### src/rtl/johnson_phase_monitor_if.sv
// Signal bundle between a Johnson-code source and the phase monitor.
// The master drives the code samples; the slave (monitor) returns decoded phase and status.
interface johnson_phase_monitor_if #(
    parameter int WIDTH = 4,
    parameter int PH_W  = 3,
    parameter int REV_W = 8
);
    logic [WIDTH-1:0]   din;
    logic               din_vld;
    logic               err_clr;
    logic [PH_W-1:0]    phase;
    logic [2*WIDTH-1:0] phase_onehot;
    logic               code_ok;
    logic               locked;
    logic               step_err;
    logic               err_sticky;
    logic [REV_W-1:0]   rev_cnt;

    modport master (
        output din, din_vld, err_clr,
        input  phase, phase_onehot, code_ok, locked, step_err, err_sticky, rev_cnt
    );

    modport slave (
        input  din, din_vld, err_clr,
        output phase, phase_onehot, code_ok, locked, step_err, err_sticky, rev_cnt
    );
endinterface

### src/rtl/johnson_phase_monitor.sv
// Decodes a Johnson counter code into a phase index, checks code/step legality,
// tracks lock and counts revolutions completed while locked.
//
// state    | meaning
// ---------+---------------------------------------------------------------
// UNLOCKED | waiting for the first legal code; illegal codes ignored silently
// ACQUIRE  | counting consecutive legal forward steps towards lock
// LOCKED   | sequence tracked; any illegal code or step drops lock
module johnson_phase_monitor #(
    parameter int WIDTH      = 4,
    parameter int PH_W       = 3,
    parameter int LOCK_CNT   = 3,
    parameter bit ALLOW_HOLD = 1'b0,
    parameter int REV_W      = 8
) (
    input  logic                        clk,
    input  logic                        rst,
    johnson_phase_monitor_if.slave      mon
);

    localparam int            SEQ_LEN = 2 * WIDTH;
    localparam logic [PH_W-1:0] LAST_PH = PH_W'(SEQ_LEN - 1);

    typedef enum logic [1:0] {
        UNLOCKED = 2'd0,
        ACQUIRE  = 2'd1,
        LOCKED   = 2'd2
    } state_t;

    state_t             state_q;
    logic [3:0]         steps_left_q;
    logic [PH_W-1:0]    phase_q;
    logic [SEQ_LEN-1:0] onehot_q;
    logic               code_ok_q;
    logic               locked_q;
    logic               step_err_q;
    logic               err_sticky_q;
    logic [REV_W-1:0]   rev_cnt_q;

    logic               code_legal;
    logic [PH_W-1:0]    code_phase;
    logic [SEQ_LEN-1:0] code_onehot;
    logic [PH_W-1:0]    next_phase;
    logic               step_fwd;
    logic               step_hold_ok;
    logic               step_good;
    logic               err_d;

    // MSB-fill Johnson code for phase k: k ones from the MSB up to WIDTH,
    // then zeros filling in from the MSB.
    function automatic logic [WIDTH-1:0] johnson_code(input int k);
        logic [WIDTH-1:0] ones;
        ones = '1;
        if (k <= WIDTH) begin
            return ~(ones >> k);
        end
        return ones >> (k - WIDTH);
    endfunction

    always_comb begin
        code_legal  = 1'b0;
        code_phase  = '0;
        for (int k = 0; k < SEQ_LEN; k++) begin
            if (mon.din == johnson_code(k)) begin
                code_legal = 1'b1;
                code_phase = PH_W'(k);
            end
        end
        code_onehot             = '0;
        code_onehot[code_phase] = code_legal;
    end

    always_comb begin
        next_phase   = (phase_q == LAST_PH) ? '0 : phase_q + 1'b1;
        step_fwd     = code_legal && (code_phase == next_phase);
        step_hold_ok = ALLOW_HOLD && code_legal && (code_phase == phase_q);
        step_good    = step_fwd || step_hold_ok;
        err_d        = mon.din_vld && (state_q != UNLOCKED) && !step_good;
    end

    always_ff @(posedge clk) begin
        if (rst) begin
            state_q      <= UNLOCKED;
            steps_left_q <= '0;
            phase_q      <= '0;
            onehot_q     <= '0;
            code_ok_q    <= 1'b0;
            locked_q     <= 1'b0;
            step_err_q   <= 1'b0;
            err_sticky_q <= 1'b0;
            rev_cnt_q    <= '0;
        end else begin
            step_err_q <= err_d;

            // Set beats clear when an error and err_clr land on the same sample.
            if (err_d) begin
                err_sticky_q <= 1'b1;
            end else if (mon.err_clr) begin
                err_sticky_q <= 1'b0;
            end

            if (mon.din_vld) begin
                code_ok_q <= code_legal;
                onehot_q  <= code_onehot;
                if (code_legal) begin
                    phase_q <= code_phase;
                end

                unique case (state_q)
                    UNLOCKED: begin
                        if (code_legal) begin
                            state_q      <= ACQUIRE;
                            steps_left_q <= 4'(LOCK_CNT);
                        end
                    end
                    ACQUIRE: begin
                        if (step_fwd) begin
                            steps_left_q <= steps_left_q - 4'd1;
                            if (steps_left_q == 4'd1) begin
                                state_q  <= LOCKED;
                                locked_q <= 1'b1;
                            end
                        end else if (!step_hold_ok) begin
                            state_q <= UNLOCKED;
                        end
                    end
                    LOCKED: begin
                        if (step_fwd) begin
                            if ((phase_q == LAST_PH) && (rev_cnt_q != '1)) begin
                                rev_cnt_q <= rev_cnt_q + 1'b1;
                            end
                        end else if (!step_hold_ok) begin
                            state_q  <= UNLOCKED;
                            locked_q <= 1'b0;
                        end
                    end
                    default: begin
                        state_q  <= UNLOCKED;
                        locked_q <= 1'b0;
                    end
                endcase
            end
        end
    end

    assign mon.phase        = phase_q;
    assign mon.phase_onehot = onehot_q;
    assign mon.code_ok      = code_ok_q;
    assign mon.locked       = locked_q;
    assign mon.step_err     = step_err_q;
    assign mon.err_sticky   = err_sticky_q;
    assign mon.rev_cnt      = rev_cnt_q;

endmodule

### src/flat_wrapper.sv
// flat-port wrapper written by rule: the top's interface ports become plain ports
module johnson_phase_monitor_flat 
#(
    parameter int WIDTH      = 4,
    parameter int PH_W       = 3,
    parameter int LOCK_CNT   = 3,
    parameter bit ALLOW_HOLD = 1'b0,
    parameter int REV_W      = 8
)
  (clk, rst, mon_din, mon_din_vld, mon_err_clr, mon_phase, mon_phase_onehot, mon_code_ok, mon_locked, mon_step_err, mon_err_sticky, mon_rev_cnt);
  johnson_phase_monitor_if #(.WIDTH(WIDTH), .PH_W(PH_W), .REV_W(REV_W)) mon_i ();
  input  logic clk;
  input  logic rst;
  input wire logic [$bits(mon_i.din)-1:0] mon_din;
  input wire logic [$bits(mon_i.din_vld)-1:0] mon_din_vld;
  input wire logic [$bits(mon_i.err_clr)-1:0] mon_err_clr;
  output wire logic [$bits(mon_i.phase)-1:0] mon_phase;
  output wire logic [$bits(mon_i.phase_onehot)-1:0] mon_phase_onehot;
  output wire logic [$bits(mon_i.code_ok)-1:0] mon_code_ok;
  output wire logic [$bits(mon_i.locked)-1:0] mon_locked;
  output wire logic [$bits(mon_i.step_err)-1:0] mon_step_err;
  output wire logic [$bits(mon_i.err_sticky)-1:0] mon_err_sticky;
  output wire logic [$bits(mon_i.rev_cnt)-1:0] mon_rev_cnt;
  assign mon_i.din = mon_din;
  assign mon_i.din_vld = mon_din_vld;
  assign mon_i.err_clr = mon_err_clr;
  assign mon_phase = mon_i.phase;
  assign mon_phase_onehot = mon_i.phase_onehot;
  assign mon_code_ok = mon_i.code_ok;
  assign mon_locked = mon_i.locked;
  assign mon_step_err = mon_i.step_err;
  assign mon_err_sticky = mon_i.err_sticky;
  assign mon_rev_cnt = mon_i.rev_cnt;
  johnson_phase_monitor #(.WIDTH(WIDTH), .PH_W(PH_W), .LOCK_CNT(LOCK_CNT), .ALLOW_HOLD(ALLOW_HOLD), .REV_W(REV_W)) u_core (.clk(clk), .rst(rst), .mon(mon_i));
endmodule
### config.mk
export PLATFORM = sky130hd
export DESIGN_NAME = johnson_phase_monitor_flat
export DESIGN_NICKNAME = d
export VERILOG_FILES = /design/src/rtl/johnson_phase_monitor_if.sv /design/src/rtl/johnson_phase_monitor.sv /design/src/flat_wrapper.sv
export SDC_FILE = /design/constraint.sdc
export NUM_CORES = 1
export LEC_CHECK = 0
export BUFFER_PORTS_ARGS = -buffer_cell sky130_fd_sc_hd__buf_2
export CORE_UTILIZATION = 45
export CTS_CLUSTER_DIAMETER = 80
export DETAILED_ROUTE_END_ITERATION = 10
export GPL_TIMING_DRIVEN = 0
export PLACE_DENSITY = 0.77
export SYNTH_ARGS = -nofsm -noshare
export SYNTH_HDL_FRONTEND = slang
export SYNTH_SLANG_ARGS = --single-unit
export TNS_END_PERCENT = 10
### constraint.sdc
create_clock -name clk -period 2.5 [get_ports clk]
set_input_delay 0.375 -clock clk [delete_from_list [all_inputs] [get_ports clk]]
set_output_delay 0.375 -clock clk [all_outputs]
set_load 0.01 [all_outputs]
# Word level (Yosys, flattened, before mapping)
# Cells that the tools add are included.
[word_totals] reg_bits=29 in_bits=8 output_inout_bits=23 elab_cells=82
[op_classes] addsub=3 n_lt_le_gt_ge=2 eq_ne=18 mux=32 bitwise_logic=2 n_reduce_logical=16
[ops] cell="two-way mux 3 bit" n=7
[ops] cell="== test 4 bit, second input constant" n=4
[ops] cell="two-way mux 1 bit" n=15
[ops] cell="AND reduction 4 bit" n=3
[ops] cell="adder 8 x 1 -> 8 bit, second input constant" n=1
[ops] cell="bitwise AND 8 bit" n=1
[ops] cell="== test 4 x 1 -> 1 bit, second input constant" n=2
[ops] cell="two-way mux 2 bit" n=4
[ops] cell="two-way mux 4 bit" n=2
[ops] cell="!= test 8 bit, second input constant" n=1
[ops] cell="case mux 4 bit (2 select lines)" n=1
[ops] cell="!= test 2 x 1 -> 1 bit, second input constant" n=3
[ops] cell="case mux 2 bit (3 select lines)" n=1
[ops] cell="nonzero test 2 bit" n=3
[ops] cell="logical AND 1 bit" n=5
[ops] cell="AND reduction 5 bit" n=1
[ops] cell="== test 4 x 2 -> 1 bit, second input constant" n=1
[ops] cell="== test 4 x 3 -> 1 bit, second input constant" n=1
[ops] cell="zero test 4 bit" n=1
[ops] cell="less-than comparator 3 x 4 -> 1 bit, second input constant" n=1
[ops] cell="subtractor 4 x 1 -> 4 bit, second input constant" n=1
[ops] cell="adder 3 x 1 -> 3 bit, second input constant" n=1
[ops] cell="demux 1 bit (select 3 bit)" n=1
[ops] cell="== test 3 bit" n=1
[ops] cell="11 further kinds" n=11

# Longest topological paths before layout
# Gate-level depths: netlist (run 1).
[depth] depth_word=13 depth_mapped=8 ltp_nobuf=7

# Worst setup path before layout (run 1)
# Ideal clock, no wire load.
[synth_path] kind="register -> register" start="register u_core.phase_q[0] (netlist: u_core.mon.phase[0])" end="register u_core.rev_cnt_q[5] (netlist: u_core.mon.rev_cnt[5])" setup_ns=0.123 arrival_time_ns=2.384 required_time_ns=2.377 setup_slack_ns=-0.008 path_stages_with_launch=8 n_path_buf=0 period_less_slack_ns=2.508 cell_sequence="dfxtp_1 -> ha_1 -> ha_1 -> nor4bb_1 -> a311oi_1 -> or4_4 -> nor4_1 -> mux2_1"
[synth_between] elab_chain_len=5 word_cells_on_any_way=7 classes_between="add/sub: 1; eq/ne: 2; mux: 1; reduce/logical: 3"
[synth_rtl] item="from (decl)" line_no="johnson_phase_monitor.sv:32" source="logic [PH_W-1:0] phase_q;"
[synth_rtl] item="from (signal assigned)" line_no="johnson_phase_monitor.sv:106" source="phase_q <= code_phase;"
[synth_rtl] item="adder 3 x 1 -> 3 bit / == test 3 bit (equally long branches)" line_no="johnson_phase_monitor.sv:74, johnson_phase_monitor.sv:129"
[synth_rtl] item="two-way mux 3 bit" line_no="johnson_phase_monitor.sv:74" source="next_phase = (phase_q == LAST_PH) ? '0 : phase_q + 1'b1;"
[synth_rtl] item="== test 3 bit" line_no="johnson_phase_monitor.sv:75" source="step_fwd = code_legal && (code_phase == next_phase);"
[synth_rtl] item="logical AND 1 bit" line_no="johnson_phase_monitor.sv:75"
[synth_rtl] item="AND reduction 4 bit (no line) *"
[synth_rtl] item="to (signal assigned)" line_no="johnson_phase_monitor.sv:130" source="rev_cnt_q <= rev_cnt_q + 1'b1;"
[synth_rtl] item="to (decl)" line_no="johnson_phase_monitor.sv:38" source="logic [REV_W-1:0] rev_cnt_q;"
# Mark *: on every way between the ends. The rest lies on a longest branch, timed or not.
# A chain may end at the register's enable or synchronous reset.

# Worst setup path after layout (run 1)
[layout_path] start="register u_core.phase_q[1] (netlist: u_core.mon.phase[1])" end="register u_core.rev_cnt_q[0] (netlist: u_core.mon.rev_cnt[0])"
# Same word-level chain as after synthesis.

==> reports/metrics.csv, run 1 <==
metric;value;unit
timing.setup.tns;-0.005083;ns
fraction_of_layout_instances_using_a_drive_strength_above_1;26.89;%
multiInputGateArea;1020;um^2
critPathLaunch;u_core.mon.phase[1];
tritoncts_clock_tree;built;
worstRegToRegCells;8;
avgRoutedWirePerCell;13.75;um
regArea;583.1;um^2
crit_top_cell;sky130_fd_sc_hd__ha_4;
final_setup_violation_count;1;
io-pin-count;31;
drt-total-wl;3904;um
vdd.ir_drop.worst;325.8;uV
leakagePower;0.7802;nW
drt_iter0_drc;77;
total_power;1.014;mW
antenna_violating_nets_left;0;
worst_hold_path.endpoint;u_core.mon.err_sticky;
p_int;716.3;uW
start_util;47.66;%
crit_path_max_delay_cell_type;sky130_fd_sc_hd__or4_4;
clk_root_buffer_cell;sky130_fd_sc_hd__clkbuf_4;
critPathMaxFanout;10;
grt_start_max_net_pins;11;
ys_seq_elements;29;
critical_path_class;flop to flop;
timing.max_cap.violations;0;
place.port_buffers;28;
floorplan.die_area;3804;um^2
synthArstFlopShare;0;%
path_cells;ha_4 > ha_4 > nor4bb_4 > a311oi_2 > or4_4 > buf_6 > or3_1 > a21oi_1;
finish.instance_area;1999;um^2
fill_cells;326;
timing.final.hold_violations;0;
worst_clock_skew;0.01463;ns
floorplan.die.width;61.68;um
antenna_found_initial;0;
vias_per_cell;5.574;
drtPass1Iterations;4;
cts_buffer_depth;2;
clkLatencyLatePin;0.34;ns
wire_length_of_the_first_global_routing_pass;5561;um
hold-path-cell-count;3;
crit-reg2reg-capture;u_core.mon.rev_cnt[0];
run_status;complete, but fails checks;
achievable-frequency;399.2;MHz
dp_hpwl;2622;um
synth_fp_nets;212;
syn-instance-count;199;
period_needed;2.505;ns
setup_slack_reg_to_reg;-0.005;ns
maxSlewHeadroom;53.50;%
gp_congestion;0.8296;
critical_path.endpoint_type;flop;
post_synth_instance_area;1603;um^2
first_global_vias;1237;
rsz_0062_raised_after_global_routing;true;
worst_setup_hold_path_clk_slew;0.10;ns
coreArea;3363;um^2
worst_hold_margin;0.3273;ns
hp-class;input port to flop;
ys.warnings.count;0;
drcViolationCount;0;
area.growth.synth_to_final;24.75;%
cts_num_sinks;29;
worst_r2r_startpoint;u_core.mon.phase[1];
postSynthAreaPerCell;8.054;um^2
power.combinational.fraction;18.7;%
placementRows;21;
failed_checks;setup timing;
final_max_slew_viol_count;0;
fin_crit_sh;100.2;%
total_switching_power;297.7;uW
cts_inserted_buffers;5;
number_of_enable_type_register_cells_in_the_synthesized_netlist;0;
synth_sequential_area_ratio;36.22;%
dp_worst_setup_slack;-0.1077;ns
power_density;507.1;nW/um^2
arrival;2.77;ns
slowest_delay;0.59;ns
grt.overflow.total;0;
swShare;29.36;%
cp_data_required_time;2.76;ns
most_common_flop_cell_mapped_by_yosys;sky130_fd_sc_hd__dfxtp_1;
worst_slew_pin_slew;0.6878;ns
die_height;61.68;um
clock_tree.htree_level_count;2;
element_type_at_the_critical_path_start;flop;
grt_util_all_layers;20.09;%
routed-via-count;1583;
final_critical_path_setup_slack;-0.005083;ns
worst_hold_startpoint;mon_err_clr;
placed_area;1807;um^2
ys_types;45;
power.share.sequential;48.2;%
n_antenna_cell;0;
layout.nets;250;
clock_power_share;33.2;%
## layout make-up
class,instances,area share (%)
buffer,14,3.630
clock buffer,7,3.254
clock inverter,1,0.2503
inverter,9,1.690
multi-input combinational,147,51.00
sequential,29,29.16
tap,46,2.879
timing repair buffer,31,8.135
## worst max-delay path by stage
stage          slack, ns               endpoint  depth (start not counted)
2_1_floorplan      0.009  u_core.mon.rev_cnt[5]                          7
3_3_place_gp       -0.07  u_core.mon.rev_cnt[5]                          7
3_5_place_dp       -0.11  u_core.mon.rev_cnt[5]                          7
4_1_cts            -0.08  u_core.mon.err_sticky                          8
5_1_grt            -0.07  u_core.mon.rev_cnt[6]                          8
6_report          -0.005  u_core.mon.rev_cnt[0]                          8
## cell usage after synthesis (3+ instances only)
cell type | number | area share, %
sky130_fd_sc_hd__inv_1 | 9 | 2.1
sky130_fd_sc_hd__clkbuf_1 | 7 | 1.6
sky130_fd_sc_hd__nor2b_1 | 6 | 2.3
sky130_fd_sc_hd__buf_1 | 3 | 0.70
sky130_fd_sc_hd__nor2_1 | 19 | 4.4
sky130_fd_sc_hd__nand2_1 | 16 | 3.7
sky130_fd_sc_hd__o22ai_1 | 3 | 1.2
sky130_fd_sc_hd__o21ai_0 | 7 | 2.2
sky130_fd_sc_hd__nand4b_1 | 6 | 3.3
sky130_fd_sc_hd__dfxtp_1 | 29 | 36
sky130_fd_sc_hd__mux2i_1 | 3 | 1.9
sky130_fd_sc_hd__ha_1 | 5 | 3.9
sky130_fd_sc_hd__nor3_1 | 9 | 2.8
sky130_fd_sc_hd__nand4_1 | 5 | 2.0
sky130_fd_sc_hd__o41ai_1 | 3 | 1.6
sky130_fd_sc_hd__a21oi_1 | 24 | 7.5
sky130_fd_sc_hd__nand3_1 | 9 | 2.8
## what timing repair did
item                       4_1_cts  5_1_grt
gates resized for setup          1       15
setup endpoints to repair       14       16
pin swaps                        1        6
buffers inserted                 0        3
hold buffers                     0        0
## critical path, delay by kind of cell (launching register included)
| kind | cells | cell delay, ns |
|---|---|---|
| AOI/OAI and AO/OA | 2 | 0.24 |
| and+or+nand+nor | 3 | 1.23 |
| adders and majority gates | 2 | 0.41 |
| buffers and inverters | 1 | 0.17 |
| DFF | 1 | 0.36 |
## power by group through the flow
stage | combinational (mW) | clock (mW) | sequential, mW
after floorplan | 0.117 | 0 | 0.499
after global placement | 0.159 | 0 | 0.497
after detailed placement | 0.163 | 0 | 0.497
after CTS | 0.164 | 0.337 | 0.487
after global routing | 0.208 | 0.358 | 0.490
final | 0.189 | 0.337 | 0.488
## layout by cell type (no fill, tap or decap), types with 2 or more instances in the layout
| cell | count |
|---|---|
| sky130_fd_sc_hd__o21ai_0 | 7 |
| sky130_fd_sc_hd__nor3_1 | 9 |
| sky130_fd_sc_hd__nor2_1 | 19 |
| sky130_fd_sc_hd__nor2b_1 | 6 |
| sky130_fd_sc_hd__buf_4 | 4 |
| sky130_fd_sc_hd__nand3_1 | 9 |
| sky130_fd_sc_hd__buf_2 | 29 |
| sky130_fd_sc_hd__o41ai_2 | 3 |
| sky130_fd_sc_hd__inv_1 | 9 |
| sky130_fd_sc_hd__mux2i_1 | 3 |
| sky130_fd_sc_hd__o211a_1 | 2 |
| sky130_fd_sc_hd__nor4_2 | 2 |
| sky130_fd_sc_hd__ha_1 | 3 |
| sky130_fd_sc_hd__dfxtp_2 | 2 |
| sky130_fd_sc_hd__a211oi_2 | 2 |
| sky130_fd_sc_hd__o22ai_1 | 3 |
| sky130_fd_sc_hd__nand4_1 | 5 |
| sky130_fd_sc_hd__nand2_1 | 16 |
| sky130_fd_sc_hd__dfxtp_1 | 27 |
| sky130_fd_sc_hd__buf_6 | 2 |
| sky130_fd_sc_hd__ha_4 | 2 |
| sky130_fd_sc_hd__mux2_2 | 2 |
| sky130_fd_sc_hd__nand4b_1 | 6 |
| sky130_fd_sc_hd__clkbuf_4 | 5 |
| sky130_fd_sc_hd__nand2b_1 | 2 |
| sky130_fd_sc_hd__clkbuf_1 | 7 |
| sky130_fd_sc_hd__buf_1 | 3 |
| sky130_fd_sc_hd__a21oi_1 | 24 |
| sky130_fd_sc_hd__clkbuf_8 | 2 |
## logic make-up (layout without fill, tap and decap cells)
family          count (synthesis)  count (layout)  synth area share, %
fa+ha+maj                       5               5                3.903
compound gates                 49              49                18.89
flops                          29              29                36.22
buf+inv                        23              62                6.635
simple gates                   84              84                28.57
xor+xnor                        2               2                1.093
mux                             7               7                4.684
## metal layers
| metal | up-vias | routed length [um] | part of all wire [%] | global-route usage (%) |
|---|---|---|---|---|
| met2 | 58 | 1845 | 47 | 30.26 |
| li1 | 797 | - | - | - |
| met4 | 0 | 61 | 1.6 | 8.571 |
| met1 | 721 | 1773 | 45 | 27.16 |
| met3 | 7 | 223 | 5.7 | 5.042 |
| met5 | - | 0 | 0 | 0 |
## through the flow
step,util (%),instances
finish,59.45,284
global route,59.45,284
CTS,56.06,281
detailed placement,53.72,273
global placement,53.72,273
floorplan,-,199
## state kept, by name, indices dropped and copies added (netlist names)
name	flops
u_core.mon.phase	3
u_core.mon.locked	1
u_core.state_q	2
u_core.mon.rev_cnt	8
u_core.mon.phase_onehot	8
u_core.steps_left_q	4
u_core.mon.err_sticky	1
u_core.mon.step_err	1
u_core.mon.code_ok	1
(Power assumes the default switching activity.)
==> run 2: changes to the inputs <==
- CORE_MARGIN: not set -> 5
- RECOVER_POWER: not set -> 25
==> run 2 against run 1 <==
The flow now finishes without violations. Sequential share of layout area is 1.3 points higher. Via count is 0.44% lower. Power is 6.2% lower. Clock skew is 0.0032 ns lower. Clock power is 13% lower. Clock-buffer cell count stayed put. Critical path type unchanged. Fmax is 0.64% higher.
==> reports/metrics.csv, run 2 (synthesis results as in run 1) <==
metric;value;unit
run_status;finished, final reports clean;
hp-class;input port to flop;
grt.overflow.total;0;
arrival;2.75;ns
power_density;496.6;nW/um^2
critPathMaxFanout;4;
placementRows;21;
post_cts_buffers;0;
cts_num_sinks;29;
clock_tree.htree_level_count;2;
tritoncts_clock_tree;built;
layout.cells.most_common_list;sky130_fd_sc_hd__dfxtp_1, sky130_fd_sc_hd__a21oi_1, sky130_fd_sc_hd__nor2_1, sky130_fd_sc_hd__clkbuf_1, sky130_fd_sc_hd__buf_2;
area.growth.synth_to_final;19.52;%
timing.max_cap.violations;0;
cp_num_buf_inv;0;
grt_util_all_layers;16.31;%
final_critical_path_setup_slack;0.01096;ns
critical_path.endpoint_type;flop;
antenna_violating_nets_left;0;
timing.final.hold_violations;0;
n_antenna_cell;0;
power.combinational.fraction;18.0;%
grt_start_max_net_pins;11;
vias_per_cell;5.629;
first_global_vias;1460;
worst_clock_skew;0.01147;ns
io-pin-count;31;
most_common_cell_after_layout_fill_and_taps_aside;sky130_fd_sc_hd__dfxtp_1;
routed-via-count;1576;
fill_cells;331;
worstRegToRegCells;7;
dpl.cell_count;273;
floorplan.die.width;69.68;um
regArea;583.1;um^2
fin_util;56.52;%
placed_area;1807;um^2
route.layer.met1.wl;1828;um
leakagePower;0.7109;nW
coreArea;3390;um^2
multiInputGateArea;985.9;um^2
worst_path_dominant_cell_family;simple AND/OR/NAND/NOR gates;
worst_slew_pin_slew;0.7853;ns
cts_buffer_depth;2;
final_setup_violation_count;0;
maxSlewHeadroom;46.91;%
worst_setup_hold_path_clk_slew;0.09;ns
antenna_found_initial;0;
achievable-frequency;401.8;MHz
cp_data_required_time;2.76;ns
hold-path-cell-count;3;
clk_root_buffer_cell;sky130_fd_sc_hd__clkbuf_4;
total_power;951.4;uW
power.share.sequential;51.3;%
drt-total-wl;3795;um
p_int;676.2;uW
clock_power_share;30.7;%
dp_hpwl;2738;um
cts_inserted_buffers;5;
wire_length_of_the_first_global_routing_pass;6472;um
layout.nets;247;
start_util;47.29;%
drcViolationCount;0;
met3WireLength;149;um
slowest_delay;0.56;ns
rsz_0062_raised_after_global_routing;true;
element_type_at_the_critical_path_start;flop;
final_cell_count_no_fill;280;
gp_congestion;0.8130;
final_max_slew_viol_count;0;
place.port_buffers;28;
critical_path_class;flop to flop;
cts_hold_repair.buffers;0;
total_switching_power;275.1;uW
clkLatencyLatePin;0.34;ns
vdd.ir_drop.worst;288.9;uV
period_needed;2.489;ns
critical_path_cell_count;7;
finish.instance_area;1916;um^2
die_height;69.68;um
drt_iter0_drc;93;
fin_crit_sh;99.56;%
drtPass1Iterations;4;
swShare;28.92;%
floorplan.die_area;4855;um^2
dr.max_layer_used;met4;
dp_worst_setup_slack;-0.1646;ns
crit_path_max_delay_cell_type;sky130_fd_sc_hd__or4_4;
total_length_of_routed_met2_wires;1723;um
path_cells;ha_1 > ha_4 > nor4bb_4 > a311oi_2 > or4_4 > or4_1 > a21oi_1;
avgRoutedWirePerCell;13.55;um
fraction_of_layout_instances_using_a_drive_strength_above_1;18.80;%
run 2: cell types whose count changed in the layout (fill, tap and decap cells not counted), moves of 2 or more:
cell / delta
sky130_fd_sc_hd__buf_2: -11
sky130_fd_sc_hd__a211oi_1: +2
sky130_fd_sc_hd__a211oi_2: -2
sky130_fd_sc_hd__buf_4: -3
sky130_fd_sc_hd__clkbuf_1: +11
run 2: path summary, 6_finish.rpt:
check / start / end / slack, ns
setup / recovery: u_core.mon.phase[0] / u_core.mon.rev_cnt[3] / 0.01
hold / removal: mon_err_clr / u_core.mon.err_sticky / 0.32
setup reg to reg: u_core.mon.phase[0] / u_core.mon.rev_cnt[3] / 0.01
hold reg to reg: u_core.mon.phase_onehot[4] / u_core.mon.phase_onehot[4] / 0.47
run 2: per-layer routing:
metal | global-route usage [%] | vias to the layer above
met1 | 20.75 | 750
met3 | 4.058 | 8
met4 | 7.021 | 0
met2 | 26.06 | 23
li1 | - | 795
met5 | 0 | -
run 2: final cells by class:
class                   instances  area share (%)
flip-flops and latches         29           30.44
inverters                       9           1.764
repair buffers                 28           6.597
plain buffers                  14           3.854
clock buffers                   7           2.874
well taps                      46           3.005
multi-input cells             147           51.47
run 2: what timing repair did:
item                       CTS  global route
setup endpoints to repair   16            13
resized for setup            9             3
pin swaps                    2             2
cloned                       0             0
run 2: power groups by stage:
stage	Clock, mW	Sequential, mW	Combinational (mW)
floorplan	0	0.499	0.117
global placement	0	0.497	0.159
detailed placement	0	0.497	0.161
CTS	0.293	0.487	0.171
global route	0.310	0.490	0.193
finish	0.292	0.488	0.171
run 2: worst reg2reg max path, cell delays in order, from the launching register on:
cell,delay [ns]
sky130_fd_sc_hd__dfxtp_2,0.34
sky130_fd_sc_hd__ha_1,0.22
sky130_fd_sc_hd__ha_4,0.25
sky130_fd_sc_hd__nor4bb_4,0.29
sky130_fd_sc_hd__a311oi_2,0.10
sky130_fd_sc_hd__or4_4,0.56
sky130_fd_sc_hd__or4_1,0.52
sky130_fd_sc_hd__a21oi_1,0.14
run 2: through the flow:
step / hold WS [ns] / setup TNS, ns
floorplan: 0.4568 / 0
global placement: 0.4475 / -0.5944
detailed placement: 0.4545 / -1.357
CTS: 0.3335 / 0
global route: 0.3707 / -0.5137
finish: 0.3232 / 0
==> run 3: changes to the inputs <==
- MAX_ROUTING_LAYER: not set -> met4
==> run 3 against run 2 <==
Die area unchanged. Fmax about the same. Clock-buffer cell count unchanged. Global-route usage up 0.45 points. Clock skew about the same.
==> reports/metrics.csv, run 3 (synthesis results as in run 1) <==
metric;value;unit
timing.final.hold_violations;0;
avgRoutedWirePerCell;13.56;um
critPathMaxFanout;4;
antenna_found_initial;0;
final_max_slew_viol_count;0;
maxSlewHeadroom;46.98;%
routed-via-count;1574;
period_needed;2.489;ns
total_length_of_routed_met2_wires;1725;um
layout.nets;247;
worst_clock_skew;0.01186;ns
antenna_violating_nets_left;0;
worst_hold_margin;0.3209;ns
timing.max_cap.violations;0;
fin_crit_sh;99.54;%
critical_path_class;flop to flop;
layout.cells.most_common_list;sky130_fd_sc_hd__dfxtp_1, sky130_fd_sc_hd__a21oi_1, sky130_fd_sc_hd__nor2_1, sky130_fd_sc_hd__clkbuf_1, sky130_fd_sc_hd__buf_2;
placed_area;1807;um^2
floorplan.die_area;4855;um^2
finish.instance_area;1916;um^2
floorplan.die.width;69.68;um
gp_congestion;0.8250;
total_power;952.1;uW
clk_root_buffer_cell;sky130_fd_sc_hd__clkbuf_4;
grt.overflow.total;0;
die_height;69.68;um
element_type_at_the_critical_path_start;flop;
worst_slew_pin_slew;0.7843;ns
power_density;497.0;nW/um^2
drt-total-wl;3797;um
dpl.cell_count;273;
hp-class;input port to flop;
grt_util_all_layers;16.76;%
run_status;finished, final reports clean;
route.layer.met1.wl;1828;um
drtPass1Iterations;4;
n_antenna_cell;0;
drt_iter0_drc;122;
cts_buffer_depth;2;
vdd.ir_drop.worst;288.5;uV
most_common_cell_after_layout_fill_and_taps_aside;sky130_fd_sc_hd__dfxtp_1;
post_cts_buffers;0;
arrival;2.75;ns
tritoncts_clock_tree;built;
clock_tree.htree_level_count;2;
start_util;47.29;%
wire_length_of_the_first_global_routing_pass;6479;um
rsz_0062_raised_after_global_routing;true;
critical_path.endpoint_type;flop;
final_setup_violation_count;0;
drcViolationCount;0;
fraction_of_layout_instances_using_a_drive_strength_above_1;18.80;%
io-pin-count;31;
final_cell_count_no_fill;280;
cp_data_required_time;2.76;ns
dp_hpwl;2738;um
met3WireLength;144;um
achievable-frequency;401.8;MHz
fin_util;56.52;%
cts_num_sinks;29;
cts_hold_repair.buffers;0;
path_cells;ha_1 > ha_4 > nor4bb_4 > a311oi_2 > or4_4 > or4_1 > a21oi_1;
clkLatencyLatePin;0.34;ns
place.port_buffers;28;
cts_inserted_buffers;5;
dr.max_layer_used;met4;
coreArea;3390;um^2
worst_setup_hold_path_clk_slew;0.09;ns
first_global_vias;1459;
grt_start_max_net_pins;11;
leakagePower;0.7109;nW
crit_path_max_delay_cell_type;sky130_fd_sc_hd__or4_4;
vias_per_cell;5.621;
placementRows;21;
fill_cells;331;
regArea;583.1;um^2
multiInputGateArea;985.9;um^2
area.growth.synth_to_final;19.52;%
slowest_delay;0.56;ns
[run 3: cell counts in the layout (fill, tap and decap cells not counted)]
Identical to the previous run, type by type.
[run 3: stage by stage]
step                worst slack [ns]  setup TNS (ns)
floorplan                   0.008861               0
global placement             -0.1035         -0.5944
detailed placement           -0.1646          -1.357
CTS                         0.001088               0
global route                 -0.1067         -0.5137
finish                       0.01142               0
[run 3: final timing paths]
path	from	to	slack [ns]	depth (start not counted)
setup / recovery	u_core.mon.phase[0]	u_core.mon.rev_cnt[3]	0.01	7
hold / removal	mon_err_clr	u_core.mon.err_sticky	0.32	3
setup reg to reg	u_core.mon.phase[0]	u_core.mon.rev_cnt[3]	0.01	7
hold reg to reg	u_core.mon.phase_onehot[4]	u_core.mon.phase_onehot[4]	0.47	2
[run 3: layer usage]
layer	up-vias	GRT usage [%]
li1	795	-
met1	748	20.75
met2	23	26.06
met3	8	4.058
met4	0	7.021
met5	-	-
[run 3: cell type report]
type                            count  share of cell area, %
Timing Repair Buffer               28                  6.597
Buffer                             14                  3.854
Multi-Input combinational cell    147                  51.47
Sequential cell                    29                  30.44
Inverter                            9                  1.764
Tap cell                           46                  3.005
Clock buffer                        7                  2.874
[run 3: timing repair]
| item | 4_1_cts | 5_1_grt |
|---|---|---|
| setup endpoints to repair | 16 | 13 |
| resized for setup | 9 | 3 |
| hold endpoints to repair | 0 | 0 |
| pin swaps | 2 | 2 |
[run 3: report_power, final]
part | internal, mW | total [mW] | switching [mW]
clock network | 0.132 | 0.293 | 0.161
registers | 0.477 | 0.488 | 0.0109
logic | 0.0670 | 0.171 | 0.104
[run 3: critical path, delay by kind of cell (launching register included)]
kind	cells	cell delay, ns
compound gates	2	0.24
fa+ha+maj	2	0.47
flops	1	0.34
simple gates	3	1.37
